## src/rtl/apb_arb_pkg.sv

```systemverilog
// Shared types and constants for the round-robin APB master.
package apb_arb_pkg;

    typedef enum logic [1:0] {
        ST_IDLE   = 2'd0,
        ST_SETUP  = 2'd1,
        ST_ACCESS = 2'd2,
        ST_DONE   = 2'd3
    } apb_state_e;

    localparam int ADDR_W_DEF = 12;
    localparam int DATA_W_DEF = 32;

    // Counter wide enough to hold TIMEOUT_CYC itself.
    function automatic int tmo_cnt_w(input int timeout_cyc);
        return $clog2(timeout_cyc + 1);
    endfunction

endpackage

```

## src/rtl/rr_arbiter.sv

```systemverilog
// Combinational round-robin pick: first set request at or after ptr_i wins.
module rr_arbiter #(
    parameter int NUM_REQ = 2,
    parameter int IDX_W   = (NUM_REQ > 1) ? $clog2(NUM_REQ) : 1
) (
    input  logic [NUM_REQ-1:0] req_i,
    input  logic [IDX_W-1:0]   ptr_i,
    output logic [NUM_REQ-1:0] gnt_o,
    output logic [IDX_W-1:0]   gnt_idx_o,
    output logic               any_req_o
);

    logic             found;
    logic [IDX_W-1:0] idx;

    assign any_req_o = |req_i;

    always_comb begin
        gnt_o     = '0;
        gnt_idx_o = '0;
        found     = 1'b0;
        idx       = '0;
        for (int k = 0; k < NUM_REQ; k++) begin
            idx = IDX_W'((int'(ptr_i) + k) % NUM_REQ);
            if (!found && req_i[idx]) begin
                found      = 1'b1;
                gnt_o[idx] = 1'b1;
                gnt_idx_o  = idx;
            end
        end
    end

endmodule

```

## src/rtl/apb_master_arb.sv

```systemverilog
// Round-robin APB master sharing one bus between NUM_REQ requesters.
// Optional ACCESS-phase timeout is enabled with `define APB_TIMEOUT_EN.
module apb_master_arb
    import apb_arb_pkg::*;
#(
    parameter int NUM_REQ     = 2,
    parameter int ADDR_W      = ADDR_W_DEF,
    parameter int DATA_W      = DATA_W_DEF,
    parameter int TIMEOUT_CYC = 16
) (
    input  logic                      clk,
    input  logic                      rst_n,
    input  logic [NUM_REQ-1:0]        req,
    input  logic [NUM_REQ-1:0]        req_write,
    input  logic [NUM_REQ*ADDR_W-1:0] req_addr,
    input  logic [NUM_REQ*DATA_W-1:0] req_wdata,
    output logic [NUM_REQ-1:0]        done,
    output logic [DATA_W-1:0]         rsp_rdata,
    output logic                      rsp_err,
    output logic                      psel,
    output logic                      penable,
    output logic                      pwrite,
    output logic [ADDR_W-1:0]         paddr,
    output logic [DATA_W-1:0]         pwdata,
    input  logic                      pready,
    input  logic [DATA_W-1:0]         prdata
);

    localparam int IDX_W = (NUM_REQ > 1) ? $clog2(NUM_REQ) : 1;

    apb_state_e           state_q;
    logic [IDX_W-1:0]     ptr_q;
    logic [NUM_REQ-1:0]   gnt_q;
    logic [NUM_REQ-1:0]   done_q;
    logic                 psel_q;
    logic                 penable_q;
    logic                 pwrite_q;
    logic [ADDR_W-1:0]    paddr_q;
    logic [DATA_W-1:0]    pwdata_q;
    logic [DATA_W-1:0]    rsp_rdata_q;

    logic [NUM_REQ-1:0]   arb_gnt;
    logic [IDX_W-1:0]     arb_idx;
    logic                 arb_any;

    logic [ADDR_W-1:0]    addr_arr  [NUM_REQ];
    logic [DATA_W-1:0]    wdata_arr [NUM_REQ];

    for (genvar gi = 0; gi < NUM_REQ; gi++) begin : g_unpack
        assign addr_arr[gi]  = req_addr[gi*ADDR_W +: ADDR_W];
        assign wdata_arr[gi] = req_wdata[gi*DATA_W +: DATA_W];
    end

    rr_arbiter #(
        .NUM_REQ (NUM_REQ),
        .IDX_W   (IDX_W)
    ) u_rr_arbiter (
        .req_i     (req),
        .ptr_i     (ptr_q),
        .gnt_o     (arb_gnt),
        .gnt_idx_o (arb_idx),
        .any_req_o (arb_any)
    );

`ifdef APB_TIMEOUT_EN
    localparam int TMO_W = tmo_cnt_w(TIMEOUT_CYC);
    logic [TMO_W-1:0] tmo_cnt_q;
    logic             rsp_err_q;
    assign rsp_err = rsp_err_q;
`else
    localparam int unused_tmo_cyc = TIMEOUT_CYC;
    assign rsp_err = 1'b0;
`endif

    always_ff @(posedge clk) begin
        if (!rst_n) begin
            state_q     <= ST_IDLE;
            ptr_q       <= '0;
            gnt_q       <= '0;
            done_q      <= '0;
            psel_q      <= 1'b0;
            penable_q   <= 1'b0;
            pwrite_q    <= 1'b0;
            paddr_q     <= '0;
            pwdata_q    <= '0;
            rsp_rdata_q <= '0;
`ifdef APB_TIMEOUT_EN
            tmo_cnt_q   <= '0;
            rsp_err_q   <= 1'b0;
`endif
        end else begin
            done_q <= '0;
`ifdef APB_TIMEOUT_EN
            rsp_err_q <= 1'b0;
`endif
            case (state_q)
                ST_IDLE: begin
                    if (arb_any) begin
                        state_q  <= ST_SETUP;
                        psel_q   <= 1'b1;
                        gnt_q    <= arb_gnt;
                        ptr_q    <= (arb_idx == IDX_W'(NUM_REQ - 1)) ? '0 : arb_idx + 1'b1;
                        pwrite_q <= req_write[arb_idx];
                        paddr_q  <= addr_arr[arb_idx];
                        pwdata_q <= wdata_arr[arb_idx];
`ifdef APB_TIMEOUT_EN
                        tmo_cnt_q <= '0;
`endif
                    end
                end
                ST_SETUP: begin
                    state_q   <= ST_ACCESS;
                    penable_q <= 1'b1;
                end
                ST_ACCESS: begin
                    if (pready) begin
                        state_q   <= ST_DONE;
                        psel_q    <= 1'b0;
                        penable_q <= 1'b0;
                        done_q    <= gnt_q;
                        if (!pwrite_q) begin
                            rsp_rdata_q <= prdata;
                        end
`ifdef APB_TIMEOUT_EN
                    end else if (tmo_cnt_q == TMO_W'(TIMEOUT_CYC - 1)) begin
                        // Slave never answered: complete with error, keep old read data.
                        state_q   <= ST_DONE;
                        psel_q    <= 1'b0;
                        penable_q <= 1'b0;
                        done_q    <= gnt_q;
                        rsp_err_q <= 1'b1;
                    end else begin
                        tmo_cnt_q <= tmo_cnt_q + 1'b1;
`endif
                    end
                end
                ST_DONE: begin
                    state_q <= ST_IDLE;
                end
                default: begin
                    state_q <= ST_IDLE;
                end
            endcase
        end
    end

    assign done      = done_q;
    assign rsp_rdata = rsp_rdata_q;
    assign psel      = psel_q;
    assign penable   = penable_q;
    assign pwrite    = pwrite_q;
    assign paddr     = paddr_q;
    assign pwdata    = pwdata_q;

endmodule

```

## config.mk

```make
export PLATFORM = sky130hd
export DESIGN_NAME = apb_master_arb
export DESIGN_NICKNAME = d
export VERILOG_FILES = /design/src/rtl/apb_arb_pkg.sv /design/src/rtl/rr_arbiter.sv /design/src/rtl/apb_master_arb.sv
export SDC_FILE = /design/constraint.sdc
export NUM_CORES = 1
export LEC_CHECK = 0
export CELL_PAD_IN_SITES_DETAIL_PLACEMENT = 1
export CELL_PAD_IN_SITES_GLOBAL_PLACEMENT = 2
export CORE_MARGIN = 8
export CORE_UTILIZATION = 21
export CTS_CLUSTER_DIAMETER = 60
export CTS_CLUSTER_SIZE = 24
export DETAILED_ROUTE_END_ITERATION = 16
export PLACE_DENSITY = 0.77
export RECOVER_POWER = 50
export SLEW_MARGIN = 10
export SYNTH_ARGS = -nofsm -noshare
export SYNTH_HDL_FRONTEND = slang
export SYNTH_HIERARCHICAL = 1
export SYNTH_SLANG_ARGS = --single-unit
```

## constraint.sdc

```tcl
create_clock -name clk -period 1.5 [get_ports clk]
set_input_delay 0.225 -clock clk [delete_from_list [all_inputs] [get_ports clk]]
set_output_delay 0.225 -clock clk [all_outputs]
set_load 0.05 [all_outputs]
```

# After elaboration in Yosys (flattened, before gate mapping)
# Index checks and enable logic that the tools add are counted.
# Widths: inputs -> output; s select.
[word_totals]
regBits = 86
input_bits = 127
output_inout_bits = 82
wordCells = 69
[op_classes]
addsub = 2
magnitude_cmp = 6
eq_ne = 5
mux = 29
n_bitwise = 3
n_reduce_logical = 14
[op_table]
columns = ["op", "n"]
rows = [
  ["$mux 32", 3],
  ["$mux 12", 3],
  ["$mux 1", 14],
  ["$reduce_and 3->1", 3],
  ["$mux 2", 4],
  ["$pmux 2 s4", 1],
  ["$lt 1x2->1 const B", 3],
  ["$reduce_and 2->1", 3],
  ["$eq 2x2->1 const B", 2],
  ["$ne 2x2->1 const B", 2],
  ["$pmux 1 s2", 2],
  ["$reduce_bool 2->1", 2],
  ["$logic_and 1x1->1", 3],
  ["$add 1x1->1 const B", 2],
  ["$demux 1 s1", 2],
  ["$eq 2x1->1 const B", 1],
  ["$ge 1x1->1 const B", 2],
  ["$ge 2x2->1 const B", 1],
  ["$logic_not 2->1", 1],
  ["$not 1->2", 1],
  ["$or 2x2->2", 1],
  ["$reduce_or 2->1", 1],
  ["$logic_not 1->1", 1],
  ["$not 1->1", 1],
]

# Longest topological paths before layout
[depth]
ltp_word = 10
mapped_depth = 7
depth_no_buf = 5

# Hierarchy
# The synthesis kept the hierarchy.
[modules_own_cells]
columns = ["mod", "n_inst", "cells_each", "area_each_um2"]
rows = [
  ["apb_master_arb", 1, 388, 3609.7],
  ["rr_arbiter", 1, 5, 32.5],
]

# Worst setup path after synthesis
# OpenSTA, ideal clock, no wires.
[synth_path]
path_type = "reg2reg"
start = "register state_q[0]"
end = "register ptr_q"
setup_ns = 0.116
arrival_ns = 1.218
path_slack_ns = 0.166
stages_incl_launch_ff = 7
period_less_slack_ns = 1.334
cell_sequence = "dfxtp_1 inv_1 ha_1 and2_4 buf_6 buf_8 o211a_1"
[synth_via]
elab_chain_cells = 2
[synth_rtl]
columns = ["item", "line_no", "rtl"]
rows = [
  ["start: declaration", "apb_master_arb.sv:31", "apb_state_e state_q;"],
  ["start signal: assignment", "apb_master_arb.sv:77", "state_q <= ST_IDLE;"],
  ["start signal: assignment", "apb_master_arb.sv:99", "state_q <= ST_SETUP;"],
  ["start signal: assignment", "apb_master_arb.sv:112", "state_q <= ST_ACCESS;"],
  ["$logic_not 2->1", "apb_master_arb.sv:96", "case (state_q)"],
  ["$reduce_and 2->1 (no source line)", "-", ""],
  ["end signal: assignment", "apb_master_arb.sv:102", "ptr_q <= (arb_idx == IDX_W'(NUM_REQ - 1)) ? '0 : arb_idx + 1'b1;"],
  ["end: declaration", "apb_master_arb.sv:32", "logic [IDX_W-1:0] ptr_q;"],
]
# Every way passes these cells.
# A chain may end at the register's enable or synchronous reset.

# Worst setup path in the final report
[layout_path]
start = "register state_q[1]"
end = "register pwdata_q[27] (netlist: pwdata[27])"
[layout_via]
elab_chain_cells = 2
[layout_rtl]
columns = ["item", "line_no", "rtl"]
rows = [
  ["$logic_not 2->1", "apb_master_arb.sv:96", ""],
  ["$reduce_and 2->1 (no source line)", "-", ""],
  ["end signal: assignment", "apb_master_arb.sv:105", "pwdata_q <= wdata_arr[arb_idx];"],
  ["end: declaration", "apb_master_arb.sv:39", "logic [DATA_W-1:0] pwdata_q;"],
]
# Every way passes these cells.

==> impl_results.rst <==
.. list-table::
   :header-rows: 1

   * - Metric
     - Value
   * - Run status
     - completed
   * - Mapped Cells
     - 393
   * - Post-route core utilization
     - 34.4%
   * - Standby leakage power
     - between 2 and 2.5 nW
   * - Placed instance area
     - roughly 5700 um^2
   * - # setup viols final
     - 0
   * - Count of warnings emitted by yosys
     - 6
   * - Clock insertion delay at the later pin of the skew report
     - 0.35 ns
   * - Maximum fanout along the worst path
     - 22
   * - Global-route wire length before repair
     - 20700 um
   * - Via count of the first global-routing pass
     - between 3k and 4k
   * - Critical Setup Path Class
     - reg -> reg
   * - Starting density of the core
     - 21.3%
   * - Count of pins over their slew limit
     - 0
   * - DIE AREA
     - 21800 um^2
   * - Overall fraction of global-route tracks in use
     - 12.0%
   * - Hold Violations, Final
     - 0
   * - Commonest register cell after synthesis
     - sky130_fd_sc_hd__dfxtp_1
   * - Fraction of the yosys area taken by sequential cells
     - a little under half
   * - Cell types occupying the most area after synthesis
     - sky130_fd_sc_hd__dfxtp_1, sky130_fd_sc_hd__mux2i_1, sky130_fd_sc_hd__a21oi_1
   * - Proportion of netlist area held by the largest area contributor
     - 47.3%
   * - Synthesis-to-finish area growth
     - 61.6%
   * - Synth unique cells
     - 25
   * - Total vias in the final route
     - 3593
   * - Met3 capacity usage during global routing
     - 5.90%
   * - Total congestion overflow after global routing
     - 0
   * - Crit share post-route
     - between 90% and 100%
   * - Required time of the worst setup path
     - 1.77 ns
   * - Number of flops mapped to enable cells by yosys
     - 0
   * - Maximum number of pins on one net before global-route repair
     - between 60 and 70
   * - Number of buffers created by CTS
     - 9
   * - Global-route track usage on met1
     - a little over an eighth
   * - Worst Skew
     - 0.00825 ns
   * - Nature of the critical path startpoint
     - register
   * - Clock tree from TritonCTS
     - yes
   * - Critical path arrival
     - ~1.7 ns
   * - Number of buffers added for setup after CTS
     - 0
   * - Unrepaired setup endpoints after global routing
     - true
   * - Global-route met2 utilization
     - 19.0%
   * - Filler Cells Inserted
     - 1961
   * - Length of the first detailed-routing pass in iterations
     - 4
   * - Post-Synthesis Cell Area
     - 3640 um^2
   * - Critical path capture point type
     - register
   * - Worst IR Drop VDD
     - 0.769 mV
   * - Seq. cell area
     - 1720 um^2
   * - Shortest clock period the worst path allows after layout
     - 1.40 ns
   * - Post-Syn Nets
     - 525
   * - Layout cells sized above 1
     - 19.9%
   * - Antenna violations before repair
     - 0
   * - Via-per-instance ratio
     - 4.39
   * - Number of DRC violations after detailed routing
     - 0
   * - Fraction of registers with async set/reset
     - 0%
   * - DRT antenna net count
     - 0
   * - Area of the core
     - 17100 um^2
   * - Number of synthesized register bits
     - 86
   * - Reg clk slew, reported paths
     - ~0.06 ns
   * - Total area of multi-input combinational cells
     - 1640 um^2
   * - H-tree levels
     - 3
   * - Highest achievable clock rate
     - 0.716 GHz
   * - Final antenna diode count
     - 0
   * - Final wirelength
     - 13500 um
   * - Number of nets at the end of the flow
     - 721
   * - Power density over the cells
     - 1710 nW/um^2
   * - Busiest layer in global routing
     - met2
   * - Synth area leader
     - sky130_fd_sc_hd__dfxtp_1
   * - I/O pin count
     - 209
   * - Cell chosen for the clock root
     - sky130_fd_sc_hd__clkbuf_16
   * - Synthesized area divided by synthesized cell count
     - 9.27 um^2
   * - Height of the chip
     - ~150 um
   * - Initial DRC Count
     - 93
   * - Count of hold buffers inserted by post-cts repair
     - 0
   * - Final Instance Area
     - 5890 um^2
   * - Number of clock sinks
     - 86
   * - Class of the worst hold path
     - in -> reg
   * - Per-cell routed wire length
     - 16.5 um
   * - PortBufs
     - just over 200
   * - Maximum clock path buffer count
     - 2
   * - Std-Cell Rows
     - 48
   * - Weighted congestion reported at the end of routability-driven placement
     - a little over 0.7
   * - Min Hold Slack
     - 0.292 ns
   * - Total half-perimeter wirelength after legalization and detailed placement
     - approximately 10000 um
   * - Horiz. Die Dim
     - 148 um
   * - Number of max-cap violations
     - 0
[Yosys cell counts, types with 2 or more instances]
library cell,number
sky130_fd_sc_hd__nand2_1,42
sky130_fd_sc_hd__buf_6,8
sky130_fd_sc_hd__and4_1,2
sky130_fd_sc_hd__buf_2,19
sky130_fd_sc_hd__a21boi_0,6
sky130_fd_sc_hd__nand3_1,32
sky130_fd_sc_hd__mux2i_1,47
sky130_fd_sc_hd__a21oi_1,45
sky130_fd_sc_hd__dfxtp_1,86
sky130_fd_sc_hd__o21ai_0,43
sky130_fd_sc_hd__ha_1,5
sky130_fd_sc_hd__o211a_1,2
sky130_fd_sc_hd__buf_4,2
sky130_fd_sc_hd__o21ai_1,36
sky130_fd_sc_hd__inv_1,4
sky130_fd_sc_hd__buf_8,5
[sequential cells by signal, summed over array words and instances (netlist names)]
register	cells
paddr	12
state_q	2
penable	1
psel	1
ptr_q	1
pwrite	1
done	2
gnt_q	2
pwdata	32
rsp_rdata	32
[power breakdown]
part	internal [mW]	leakage (nW)	total, mW	switching [mW]
Sequential	2.83	0.707	3.14	0.308
Combinational	1.45	1.59	4.52	3.07
Clock	1.46	0.152	2.39	0.937
Total	5.73	2.45	10.0	4.31
[metal layers]
| layer | vias to the layer above | wire (um) |
|---|---|---|
| met5 | - | 0 |
| met4 | 0 | 201 |
| met3 | 12 | 1470 |
| met2 | 141 | 6190 |
| met1 | 1664 | 5630 |
| li1 | 1776 | - |
[cells by family (layout without fill, tap and decap cells)]
group / count (synthesis) / after routing / synth area share [%]
flip-flops: 86 / 86 / 47.3
multiplexers: 48 / 48 / 13.2
other: 1 / 1 / 0.103
buffers and inverters: 39 / 240 / 8.07
AO/OA/AOI/OAI: 134 / 134 / 19.3
AND/OR/NAND/NOR: 80 / 80 / 10.3
adder cells (fa/ha/maj): 5 / 5 / 1.72
[critical path: stages, from the launching register on]
cell and delay [ns]:
sky130_fd_sc_hd__dfxtp_2 0.34, sky130_fd_sc_hd__inv_1 0.10, sky130_fd_sc_hd__ha_2 0.20, sky130_fd_sc_hd__and2_4 0.25
sky130_fd_sc_hd__buf_12 0.17, sky130_fd_sc_hd__o21ai_0 0.09, sky130_fd_sc_hd__a21oi_1 0.16
[final timing paths]
kind                            cells after the start  slack (ns)           from             to
worst min register to register                      2        0.45  rsp_rdata[10]  rsp_rdata[10]
worst max-delay path                                6        0.10     state_q[1]     pwdata[27]
worst max register to register                      6        0.10     state_q[1]     pwdata[27]
worst min-delay path                                3        0.29          rst_n  rsp_rdata[24]
[cells in the final DEF, fill, tap and decap left out, types with 3 or more instances in the layout]
cell type | synthesis | routed
sky130_fd_sc_hd__a21boi_0 | 6 | 4
sky130_fd_sc_hd__mux2i_1 | 47 | 47
sky130_fd_sc_hd__clkdlybuf4s50_1 | 0 | 125
sky130_fd_sc_hd__nand3_1 | 32 | 32
sky130_fd_sc_hd__o21ai_0 | 43 | 41
sky130_fd_sc_hd__buf_12 | 0 | 7
sky130_fd_sc_hd__inv_1 | 4 | 3
sky130_fd_sc_hd__o21ai_1 | 36 | 38
sky130_fd_sc_hd__dfxtp_1 | 86 | 85
sky130_fd_sc_hd__nand2_1 | 42 | 42
sky130_fd_sc_hd__ha_1 | 5 | 4
sky130_fd_sc_hd__a21oi_1 | 45 | 45
sky130_fd_sc_hd__buf_4 | 2 | 7
sky130_fd_sc_hd__clkbuf_16 | 0 | 11
sky130_fd_sc_hd__clkbuf_2 | 0 | 78
[layout make-up]
cell class / count / share of cell area (%)
flip-flops and latches: 86 / 29.3
repair buffers: 220 / 32.5
clock buffers: 10 / 3.89
well taps: 225 / 4.78
inverters: 4 / 0.255
clock inverters: 6 / 1.47
multi-input cells: 268 / 27.9
[what timing repair did]
item / 4_1_cts / 5_1_grt
hold endpoints to repair: 0 / 0
gates resized for setup: 0 / 7
setup endpoints to repair: 0 / 63
[through the flow]
stage               setup TNS, ns  total power, mW  std cells  setup WS [ns]
floorplan                       0             6.20        393          0.166
global placement            -7.57             7.80        801         -0.207
detailed placement         -10.95             7.90        801         -0.259
CTS                             0             10.4        817         0.0355
global route             -0.00630             10.6        819       -0.00453
finish                          0             10.0        819          0.103
Power figures use the tool's default switching activity.
==> variant: new RTL, same settings <==
Add a define of `APB_TIMEOUT_EN`.
--- a/src/rtl/apb_master_arb.sv
+++ b/src/rtl/apb_master_arb.sv
@@ -2,2 +2,4 @@
 // Optional ACCESS-phase timeout is enabled with `define APB_TIMEOUT_EN.
+`define APB_TIMEOUT_EN
+
 module apb_master_arb
Formal check against the unedited RTL: no difference found for any inputs over 4 cycles, from zero or initial values and one cycle with rst_n low; that may be too few to reach the edited logic, so the function may still have changed.
==> variant against the original RTL <==
The run now ends with setup timing left; sequential cell count up 6; wire length rose by 14%; combinational power is 3% higher; total power barely moved; clock power decreased by 9.2%; cell area is 12% higher; cell count increased by 7.3%; synthesized area is 0.55% higher; worst setup slack lost 0.23 ns; global-route usage rose by 1.0 points; utilization up 4.1 points; largest cell class unchanged; largest power group unchanged.
==> variant: results (changes against the original RTL) <==
| Metric | Value |
|---|---|
| Cells after synthesis | 417 (was 393) |
| Final setup vio count | 8 (was 0) |
| Mapped Nets | 550 (was 525) |
| GRT Total Usage | 0.130 (was 0.120) |
| CP max stage cell | or4_4 (was dfxtp_2) |
| Clk buf depth | 2 (unchanged) |
| YS warnings | 6 (unchanged) |
| Wirelength per Cell | 17.5 um (was 16.5 um) |
| Worst-margin pin slew | 0.518 ns |
| Global placer's final weighted congestion | 0.755 (was 0.712) |
| Dpl ws | -0.478 ns (was -0.259 ns) |
| Critical path's largest stage delay | 0.42 ns (was 0.34 ns) |
| CTS Buf Count | 9 (unchanged) |
| Placed cells | 849 (was 801) |
| Worst-path clk slew | around 0.070 ns |
| Asr flop ratio synth | 0 (unchanged) |
| Clock Latency Late Sink | 0.34 ns |
| Yosys cell types | 33 (was 25) |
| Status | finished, violations left (was completed) |
| Post-synthesis sequential area ratio | 0.503 (was 0.473) |
| Hold Path Class | in2reg (unchanged) |
| Synth cell count leaders | nand2_1, dfxtp_1, o21ai_0 (was dfxtp_1, mux2i_1, a21oi_1) |
| First-pass DRT Iterations | 4 (unchanged) |
| PortBufs | 208 (was 207) |
| Failing checks | setup timing |
| Placed cell areas | 6120 um2 (was 5740 um2) |
| Area contributors post-synth | dfxtp_1, mux2i_1, nand2_1 (was dfxtp_1, mux2i_1, a21oi_1) |
| Crit path max-delay family | simple AND/OR/NAND/NOR gates (was flip-flops) |
| Largest net degree at the start of global routing | 39 (was 65) |
| Fillers | 2004 (was 1961) |
| Final TNS setup | -0.484 ns (was 0 ns) |
| Setup ws final | -0.123 ns (was 0.103 ns) |
| Clk_skew | 0.00646 ns (was 0.00825 ns) |
| Crit-path max FO | 4 (was 22) |
| H-tree levels | 3 (unchanged) |
| Global-route wire length before repair | 22.6 mm (was 20.7 mm) |
| Final Hold Fails | 0 (unchanged) |
| Peak supply drop | 0.597 mV (was 0.769 mV) |
| DP HPWL | 11.4 mm (was 10.2 mm) |
| CP arrival | 1.90 ns (was 1.67 ns) |
| Antenna violations before repair | 1 (was 0) |
| Top_reg_cell synth | dfxtp_1 (unchanged) |
| Vias post-DR | 3788 (was 3593) |
| Nets | 782 (was 721) |
| Ant. Diodes | 0 (unchanged) |
| Root Buffer | clkbuf_16 (unchanged) |
| Leakage | 2.66 nW (was 2.45 nW) |
| Vias in the first global route | 4266 (was 3834) |
| Initial DRC Count | 86 (was 93) |
| Layout cells sized above 1 | 0.260 (was 0.199) |
| Routed WL | 15.4 mm (was 13.5 mm) |
[variant: cell count changes after synthesis, moves of 5 or more]
cell      delta
nand2_1     +68
buf_8        -5
clkbuf_1    +15
buf_2        -9
a21oi_1      -6
nand3_1     -30
buf_6        -7
dfxtp_1      +6
o21ai_1     -36
o21ai_0     +11
[variant: what timing repair did]
action / 4_1_cts / 5_1_grt
pin swaps: 7 / 9
resized for setup: 25 / 40
endpoints found under the setup margin: 47 / 89
cloned: 1 / 8
buffers inserted: 0 / 5
[variant: final timing paths]
kind	start	to	slack [ns]	cells past startpoint
min reg2reg	gnt_q[0]	done[0]	0.44	2
max reg2reg	tmo_cnt_q[1]	tmo_cnt_q[3]	-0.12	6
min	prdata[7]	rsp_rdata[7]	0.43	3
max	tmo_cnt_q[1]	tmo_cnt_q[3]	-0.12	6
[variant: final cells by class]
| class | count | area (um2) | area share |
|---|---|---|---|
| clock buffers | 13 | 260 | 0.0394 |
| repair buffers | 248 | 2320 | 0.351 |
| well taps | 225 | 282 | 0.0426 |
| flip-flops and latches | 92 | 1850 | 0.280 |
| clock inverters | 3 | 21.3 | 0.00322 |
| inverters | 7 | 28.8 | 0.00436 |
| multi-input cells | 291 | 1840 | 0.279 |
[variant: kinds of logic after synthesis]
group	Yosys count	synth area share
DFF	92	0.503
muxes	47	0.128
adders and majority gates	6	0.0205
and+or+nand+nor	134	0.155
buffers and inverters	34	0.0413
AOI/OAI and AO/OA	104	0.151
[variant: worst reg2reg max path, stage by stage (launching register included)]
cell	delay, ns
dfxtp_2	0.34
ha_4	0.16
and3_4	0.16
ha_4	0.16
o21a_4	0.21
or4_4	0.42
a2bb2oi_2	0.12
[variant: report_power, final]
part | switching, mW | internal (mW) | total, mW
clock network | 0.958 | 1.22 | 2.17
logic | 2.85 | 1.82 | 4.66
registers | 0.293 | 2.92 | 3.21
total | 4.10 | 5.95 | 10.1
[variant: per-layer routing]
metal	part of all wire	routed length, um	global-route usage
met5	0.00084	13	0
met4	0.015	229	0.0500
met3	0.086	1330	0.0565
met2	0.48	7460	0.221
met1	0.41	6360	0.139
